$ cat config.mk
export PLATFORM = sky130hd
export DESIGN_NAME = pol2rec_seq
export DESIGN_NICKNAME = d
export VERILOG_FILES = /design/src/rtl/pol2rec_seq.sv
export SDC_FILE = /design/constraint.sdc
export NUM_CORES = 2
export LEC_CHECK = 0
export CAP_MARGIN = 20
export CORE_UTILIZATION = 58
export CTS_BUF_LIST = sky130_fd_sc_hd__clkbuf_2 sky130_fd_sc_hd__clkbuf_4 sky130_fd_sc_hd__clkbuf_8
export DETAILED_ROUTE_END_ITERATION = 16
export DONT_BUFFER_PORTS = 1
export PLACE_DENSITY_LB_ADDON = 0.1
export SYNTH_ARGS = -nofsm -noshare
export SYNTH_HDL_FRONTEND = slang
export SYNTH_SLANG_ARGS = --single-unit
export TNS_END_PERCENT = 50
$ cat constraint.sdc
create_clock -name clock -period 8.05 [get_ports clock]
set_clock_uncertainty 0.15 [all_clocks]
set_input_delay 1.2075 -clock clock [delete_from_list [all_inputs] [get_ports clock]]
set_output_delay 1.2075 -clock clock [all_outputs]
set_load 0.1 [all_outputs]
$ cat src/rtl/pol2rec_seq.sv
// pol2rec_seq: iterative CORDIC polar-to-rectangular converter; define POL2REC_ROUND_EN for round-to-nearest output with saturation
module pol2rec_seq #(
  parameter int N_ITER = 24,
  parameter int GUARD  = 2
) (
  input  logic        clock,
  input  logic        reset,
  input  logic        enable,
  input  logic        start,
  input  logic [31:0] mod,
  input  logic [31:0] angle,
  output logic [31:0] x,
  output logic [31:0] y,
  output logic        busy,
  output logic        done,
  output logic        err
);
  localparam int W = 34 + GUARD;
  localparam logic [31:0] GAIN = 32'h9B74EDA8;
  localparam logic signed [31:0] D90  = 32'sh2D000000;
  localparam logic signed [31:0] D180 = 32'sh5A000000;
  localparam logic signed [31:0] ATAN [0:31] = '{
    32'h16800000, 32'h0D485399, 32'h0704A3A0, 32'h03900089,
    32'h01C9C553, 32'h00E51BCA, 32'h0072950D, 32'h00394B6C,
    32'h001CA5D3, 32'h000E52ED, 32'h00072977, 32'h000394BB,
    32'h0001CA5E, 32'h0000E52F, 32'h00007297, 32'h0000394C,
    32'h00001CA6, 32'h00000E53, 32'h00000729, 32'h00000395,
    32'h000001CA, 32'h000000E5, 32'h00000073, 32'h00000039,
    32'h0000001D, 32'h0000000E, 32'h00000007, 32'h00000004,
    32'h00000002, 32'h00000001, 32'h00000000, 32'h00000000};
  typedef enum logic [1:0] {IDLE, INIT, ROT, OUT} state_t;
  state_t state;
  logic [4:0] cnt;
  logic [31:0] mod_r;
  logic signed [31:0] ang_r, zr;
  logic signed [W-1:0] xr, yr;
  logic neg, errp;
`ifdef POL2REC_ROUND_EN
  localparam logic signed [W-1:0] SMAX = W'(64'sh7FFFFFFF);
  function automatic logic [31:0] fin(input logic signed [W-1:0] v);
    logic signed [W-1:0] s;
    s = (v + W'(1 << (GUARD - 1))) >>> GUARD;
    return s > SMAX ? 32'h7FFFFFFF : s < -SMAX ? 32'h80000001 : 32'(s);
  endfunction
`else
  function automatic logic [31:0] fin(input logic signed [W-1:0] v);
    return 32'(v >>> GUARD);
  endfunction
`endif
  always_ff @(posedge clock or negedge reset)
    if (!reset) begin
      state <= IDLE;
      cnt   <= '0;
      mod_r <= '0;
      ang_r <= '0;
      zr    <= '0;
      xr    <= '0;
      yr    <= '0;
      neg   <= 1'b0;
      errp  <= 1'b0;
      x     <= '0;
      y     <= '0;
      busy  <= 1'b0;
      done  <= 1'b0;
      err   <= 1'b0;
    end else if (enable) begin
      done <= 1'b0;
      case (state)
        IDLE: if (start) begin
          mod_r <= mod;
          ang_r <= angle;
          busy  <= 1'b1;
          state <= INIT;
        end
        INIT: begin
          errp  <= ang_r > D180 || ang_r < -D180;
          neg   <= ang_r > D90 || ang_r < -D90;
          zr    <= ang_r > D90 ? ang_r - D180 : ang_r < -D90 ? ang_r + D180 : ang_r;
          // keep GUARD fraction bits of mod/K instead of flooring to 16Q16 first
          xr    <= W'((64'(mod_r) * 64'(GAIN)) >> (32 - GUARD));
          yr    <= '0;
          cnt   <= '0;
          state <= ROT;
        end
        ROT: begin
          xr    <= zr[31] ? xr + (yr >>> cnt) : xr - (yr >>> cnt);
          yr    <= zr[31] ? yr - (xr >>> cnt) : yr + (xr >>> cnt);
          zr    <= zr[31] ? zr + ATAN[cnt] : zr - ATAN[cnt];
          cnt   <= cnt == 5'(N_ITER - 1) ? '0 : cnt + 5'd1;
          state <= cnt == 5'(N_ITER - 1) ? OUT : ROT;
        end
        OUT: begin
          x     <= errp ? '0 : fin(neg ? -xr : xr);
          y     <= errp ? '0 : fin(neg ? -yr : yr);
          err   <= errp;
          done  <= 1'b1;
          busy  <= 1'b0;
          state <= IDLE;
        end
        default: state <= IDLE;
      endcase
    end
endmodule

# ---- Word level (Yosys, flattened, before mapping)
# Memories as Yosys holds them, arrays and structs flattened.
# Cells that the tools add are included.
dict set report word_totals {
  register_bits 244
  out_inout_bits 67
  input_bits 68
  mem_count 1
  mem_bits_ro 1024
}
# name words word_bits rd rd_clocked_by_memory_dff write_ports line
set memory_table {}
lappend memory_table {{(name not given)} 32 32 1 0 0 88} ;# zr <= zr[31] ? zr + ATAN[cnt] : zr - ATAN[cnt];
dict set report classes {
  add_sub_neg 11
  n_bitwise 1
  eq_ne 5
  n_reduce_logical 11
  n_mul 1
  shift 2
  muxes 22
  magnitude_cmp 5
}
# operator n
set ops {}
lappend ops {{two-way mux 32 bit} 7}
lappend ops {{one-hot mux 36 bit (2 select lines)} 2}
lappend ops {{adder 36 bit} 2}
lappend ops {{two-way mux 36 bit} 2}
lappend ops {{>>> shifter 36 x 5 -> 36 bit} 2}
lappend ops {{subtractor 36 bit} 2}
lappend ops {{two-way mux 34 bit} 2}
lappend ops {{negator 34 bit} 2}
lappend ops {{one-hot mux 32 bit (2 select lines)} 1}
lappend ops {{multiplier 32 x 29 -> 61 bit (second input constant)} 1}
lappend ops {{adder 32 bit} 1}
lappend ops {{adder 32 bit (second input constant)} 1}
lappend ops {{> comparator 32 x 31 -> 1 bit (second input constant)} 1}
lappend ops {{> comparator 32 bit (second input constant)} 1}
lappend ops {{< comparator 32 x 31 -> 1 bit (second input constant)} 1}
lappend ops {{< comparator 32 bit (second input constant)} 1}
lappend ops {{subtractor 32 bit} 1}
lappend ops {{subtractor 32 bit (second input constant)} 1}
lappend ops {{one-hot mux 5 bit (2 select lines)} 1}
lappend ops {{one-hot mux 2 bit (4 select lines)} 1}
lappend ops {{AND reduction 2 bit} 4}
lappend ops {{greater-or-equal comparator 6 bit (second input constant)} 1}
lappend ops {{NOT 5 -> 6 bit} 1}
lappend ops {{AND reduction 3 bit} 2}
lappend ops {{other kinds (12)} 17}

# ---- Depth between registers and ports, before layout
dict set report depth {
  ltp_word 7
  mapped_depth 31
}

# ---- Worst setup path after synthesis
# Ideal clock, no wire load.
dict set report synth_timing {
  path_type {flip-flop to flip-flop}
  from {register mod_r[7]}
  to {register xr[30]}
  synth_period_minus_slack_ns 7.280
  path_stages_with_launch 25
  slack_ns 0.770
  t_arrival_ns 7.052
  t_required_ns 7.822
  path_buffers 0
  setup_time_ns 0.078
  path_cell_list {dfrtp_1 inv_1 fa_1 fa_1 inv_1 fa_1 ha_1 fa_1 fa_1 fa_1 inv_1 fa_1 inv_1 ha_1 nand4_1 nor2_1 a22o_1 a31o_2 o21ai_0 a21oi_1 nor2_1 o22ai_1 o41ai_1 mux2_2 a21oi_1}
}
dict set report synth_via {
  elab_chain_cells 2
}
# item line
set synth_rtl {}
lappend synth_rtl {{start: declaration} 34} ;# logic [31:0] mod_r;
lappend synth_rtl {{start signal: assignment} 70} ;# mod_r <= mod;
lappend synth_rtl {{multiplier 32 x 29 -> 61 bit} 80} ;# xr <= W'((64'(mod_r) * 64'(GAIN)) >> (32 - GUARD));
lappend synth_rtl {{one-hot mux 36 bit (2 select lines)} 68} ;# case (state)
lappend synth_rtl {{end signal: assignment} 80}
lappend synth_rtl {{end signal: assignment} 86} ;# xr <= zr[31] ? xr + (yr >>> cnt) : xr - (yr >>> cnt);
lappend synth_rtl {{end: declaration} 36} ;# logic signed [W-1:0] xr, yr;
# No other way between the ends.
# A chain may end at the register's enable or synchronous reset.

# ---- Final worst setup path
dict set report layout_timing {
  from {register mod_r[12]}
  to {register xr[21]}
}
# The elaborated chain is that of the path after synthesis.

==> run_results.csv <==
group,metric,value,unit
hold_path,hp-class,"in2async",
die,core,69070,um^2
drt,firstDrtPassIters,6,
clocking,cts_tree,"done",
placement,dp_hpwl,93.48,mm
timing,fin_tns_setup,0,ns
synth,postSynthCellCount,4471,
timing,fmax,128.5,MHz
clocking,cts_resized,0,
final_layout,drive_gt1_frac,0.08995,
timing,hold_viol,0,
synth,synth-seq-cells,244,
worst_setup_path,critPathCaptureType,"flop",
timing,tightest_slew,1.087,ns
worst_setup_path,required,8.40,ns
final_layout,fin_util,0.6237,
clocking,postCtsHoldBufs,0,
timing,period_minus_slack,7.782,ns
drt,wl_per_cell,21.34,um
grt,grt_overflow,0,
synth,synth_area,40830,um^2
synth,ys_warn_count,0,
drt,highest_layer,"met4",
worst_setup_path,crit_type,"reg2reg",
grt,antenna_found_initial,3,
clocking,clockBufferDepth,3,
timing,rsz0062_at_grt,"no",
run_status,outcome,"finished clean",
synth,ys.flop_type,"dfrtp_1",
die,die_h,267.3,um
drt,drcViolationCount,0,
drt,wl_met2,49.32,mm
drt,m1WireLength,52.72,mm
placement,dpl_cell_area,41920,um^2
grt,grt_max_degree,245,
worst_setup_path,r2r-start,"mod_r[12]",
worst_setup_path,arrival,8.14,ns
clocking,clk_latency,0.67,ns
worst_setup_path,crit_start,"mod_r[12]",
final_layout,syn_to_final_growth,5.500,%
grt,grt_pass1_vias,31490,
die,fp-row-count,96,
drt,detail-route-antenna-nets,0,
synth,avgSynthCellArea,9.133,um^2
drt,drtIter0Drc,2817,
final_layout,final_cell_mix,"inv_1 (779), ha_1 (471), fa_1 (460)",
grt,grt_usage,0.3271,
clocking,cts_made_buffers,46,
die,initial_core_util,0.5912,
drt,vias_per_cell,5.975,
placement,portBuffers,0,
placement,dp.cells,5293,
synth,synth-edff-count,0,
clocking,cts-root-buf,"clkbuf_8",
grt,grt_pass1_wl,180.5,mm
clocking,cts_setup_buffers,0,
synth,seq_area_frac_synth,0.1495,
timing,fin_crit_sh,0.9667,
drt,dr_total_vias,32150,
final_layout,final_common_cell,"inv_1",
job,maxCapViolCount,0,
drt,met3_length,10.40,mm
timing,slew_violations,0,
die,io_pins,135,
final_layout,fin_nets,5412,
die,chipWidth,267.3,um
synth,syn_nets,5471,
clocking,cts.sinks,244,
drt,drt_wl_total,114.8,mm
clocking,path_clk_slew,0.06,ns
clocking,h-tree-depth,2,
synth,ys_async_sr_fraction,1.000,
worst_setup_path,cp_max_fo,8,
worst_setup_path,cp-start-kind,"flop",
timing,max-slew-margin-rel,0.2700,
final_layout,fillCellCount,6136,
timing,finalSetupViolCount,0,
synth,ys_types,89,
final_layout,stdcell_count,5381,
final_layout,final_area,43080,um^2
die,die-area,71470,um^2
placement,gp_congestion,0.9989,
## sequential cells by signal (all words and copies together), names as in the netlist
name and count:
zr 32, done 1, state 2, yr 36, neg 1, err 1, ang_r 32, mod_r 32
x 32, errp 1, cnt 5, xr 36, busy 1, y 32
## layer usage
layer  vias to the layer above  global-route usage
met5                         -                   0
li1                      14980                   -
met4                         0             0.06850
met2                      1189              0.4868
met3                       171             0.06933
met1                     15810              0.4878
## cell usage after synthesis (all sizes together) (18+ instances only)
library cell	number	area, um^2
nor2	165	619.3
a21o	77	578.1
a211oi	24	180.2
nand3	53	265.3
ha	472	5906
nor3	51	255.2
mux4	68	1539
o21bai	22	165.2
o21ai	296	1481
mux2i	81	810.8
and2	21	131.4
or2	19	121.4
dfrtp	244	6106
o21a	29	217.7
xor2	152	1331
inv	779	2924
o22ai	22	137.6
buf	60	271.5
mux2	106	1194
clkbuf	130	491.7
nand2b	38	237.7
and3	26	162.7
a22oi	20	150.1
nor4	18	127.6
a21oi	228	1141
nor2b	30	187.7
nand2	352	1321
fa	460	9209
xnor2	123	1077
o31ai	26	200.2
a31oi	40	250.2
## logic make-up (layout without fill, tap and decap cells)
logic type | after synthesis | after routing | synth area share
buffers and inverters | 972 | 948 | 0.09073
AO/OA/AOI/OAI | 943 | 943 | 0.1452
adder cells (fa/ha/maj) | 932 | 932 | 0.3702
AND/OR/NAND/NOR | 850 | 850 | 0.09864
XOR/XNOR | 275 | 275 | 0.05899
multiplexers | 255 | 255 | 0.08678
flip-flops | 244 | 244 | 0.1495
other | 0 | 3 | 0
## per-stage QoR
stage,hold WS [ns],setup slack (ns)
finish,0.1013,0.2682
global route,0.06958,0.004178
CTS,0.03608,0.02691
detailed placement,0.3283,0.05074
global placement,0.3196,0.1314
floorplan,0.3063,0.7701
## final cells by class
cell class / instances / area, um^2 / area share
antenna: 3 / 7.507 / 0.0001743
clock buffer: 68 / 873.3 / 0.02027
clock inverter: 15 / 229.0 / 0.005315
inverter: 781 / 2932 / 0.06805
multi-input combinational: 3255 / 31080 / 0.7215
sequential: 244 / 6123 / 0.1421
tap: 931 / 1165 / 0.02704
timing repair buffer: 84 / 668.1 / 0.01551
## worst max-delay path, stage by stage, from the launching register on
cell,delay [ns]
dfrtp_1,0.54
ha_1,0.47
fa_1,0.54
inv_1,0.05
fa_1,0.46
fa_1,0.49
fa_1,0.49
inv_1,0.05
fa_1,0.51
fa_1,0.54
inv_1,0.05
fa_1,0.49
inv_1,0.04
ha_1,0.30
nand3_1,0.14
a2111oi_2,0.38
buf_4,0.20
o21ai_0,0.08
buf_4,0.17
a311oi_1,0.51
a31oi_1,0.22
o21ai_0,0.22
buf_4,0.17
a41oi_1,0.13
xor2_1,0.16
a21oi_1,0.08
## path summary, 6_finish.rpt
| check | to | slack, ns | cells past startpoint |
|---|---|---|---|
| min in group clock | zr[13] | 0.34 | 2 |
| setup / recovery | xr[21] | 0.27 | 25 |
| setup reg to reg | xr[21] | 0.27 | 25 |
| hold reg to reg | zr[13] | 0.34 | 2 |
| hold / removal | yr[19] | 0.10 | 0 |
| max in group asynchronous | mod_r[14] | 7.29 | 0 |
Power is left out: the tool's default activity adds up to more than one toggle a clock period on the data nets, which glitch-free logic cannot reach.
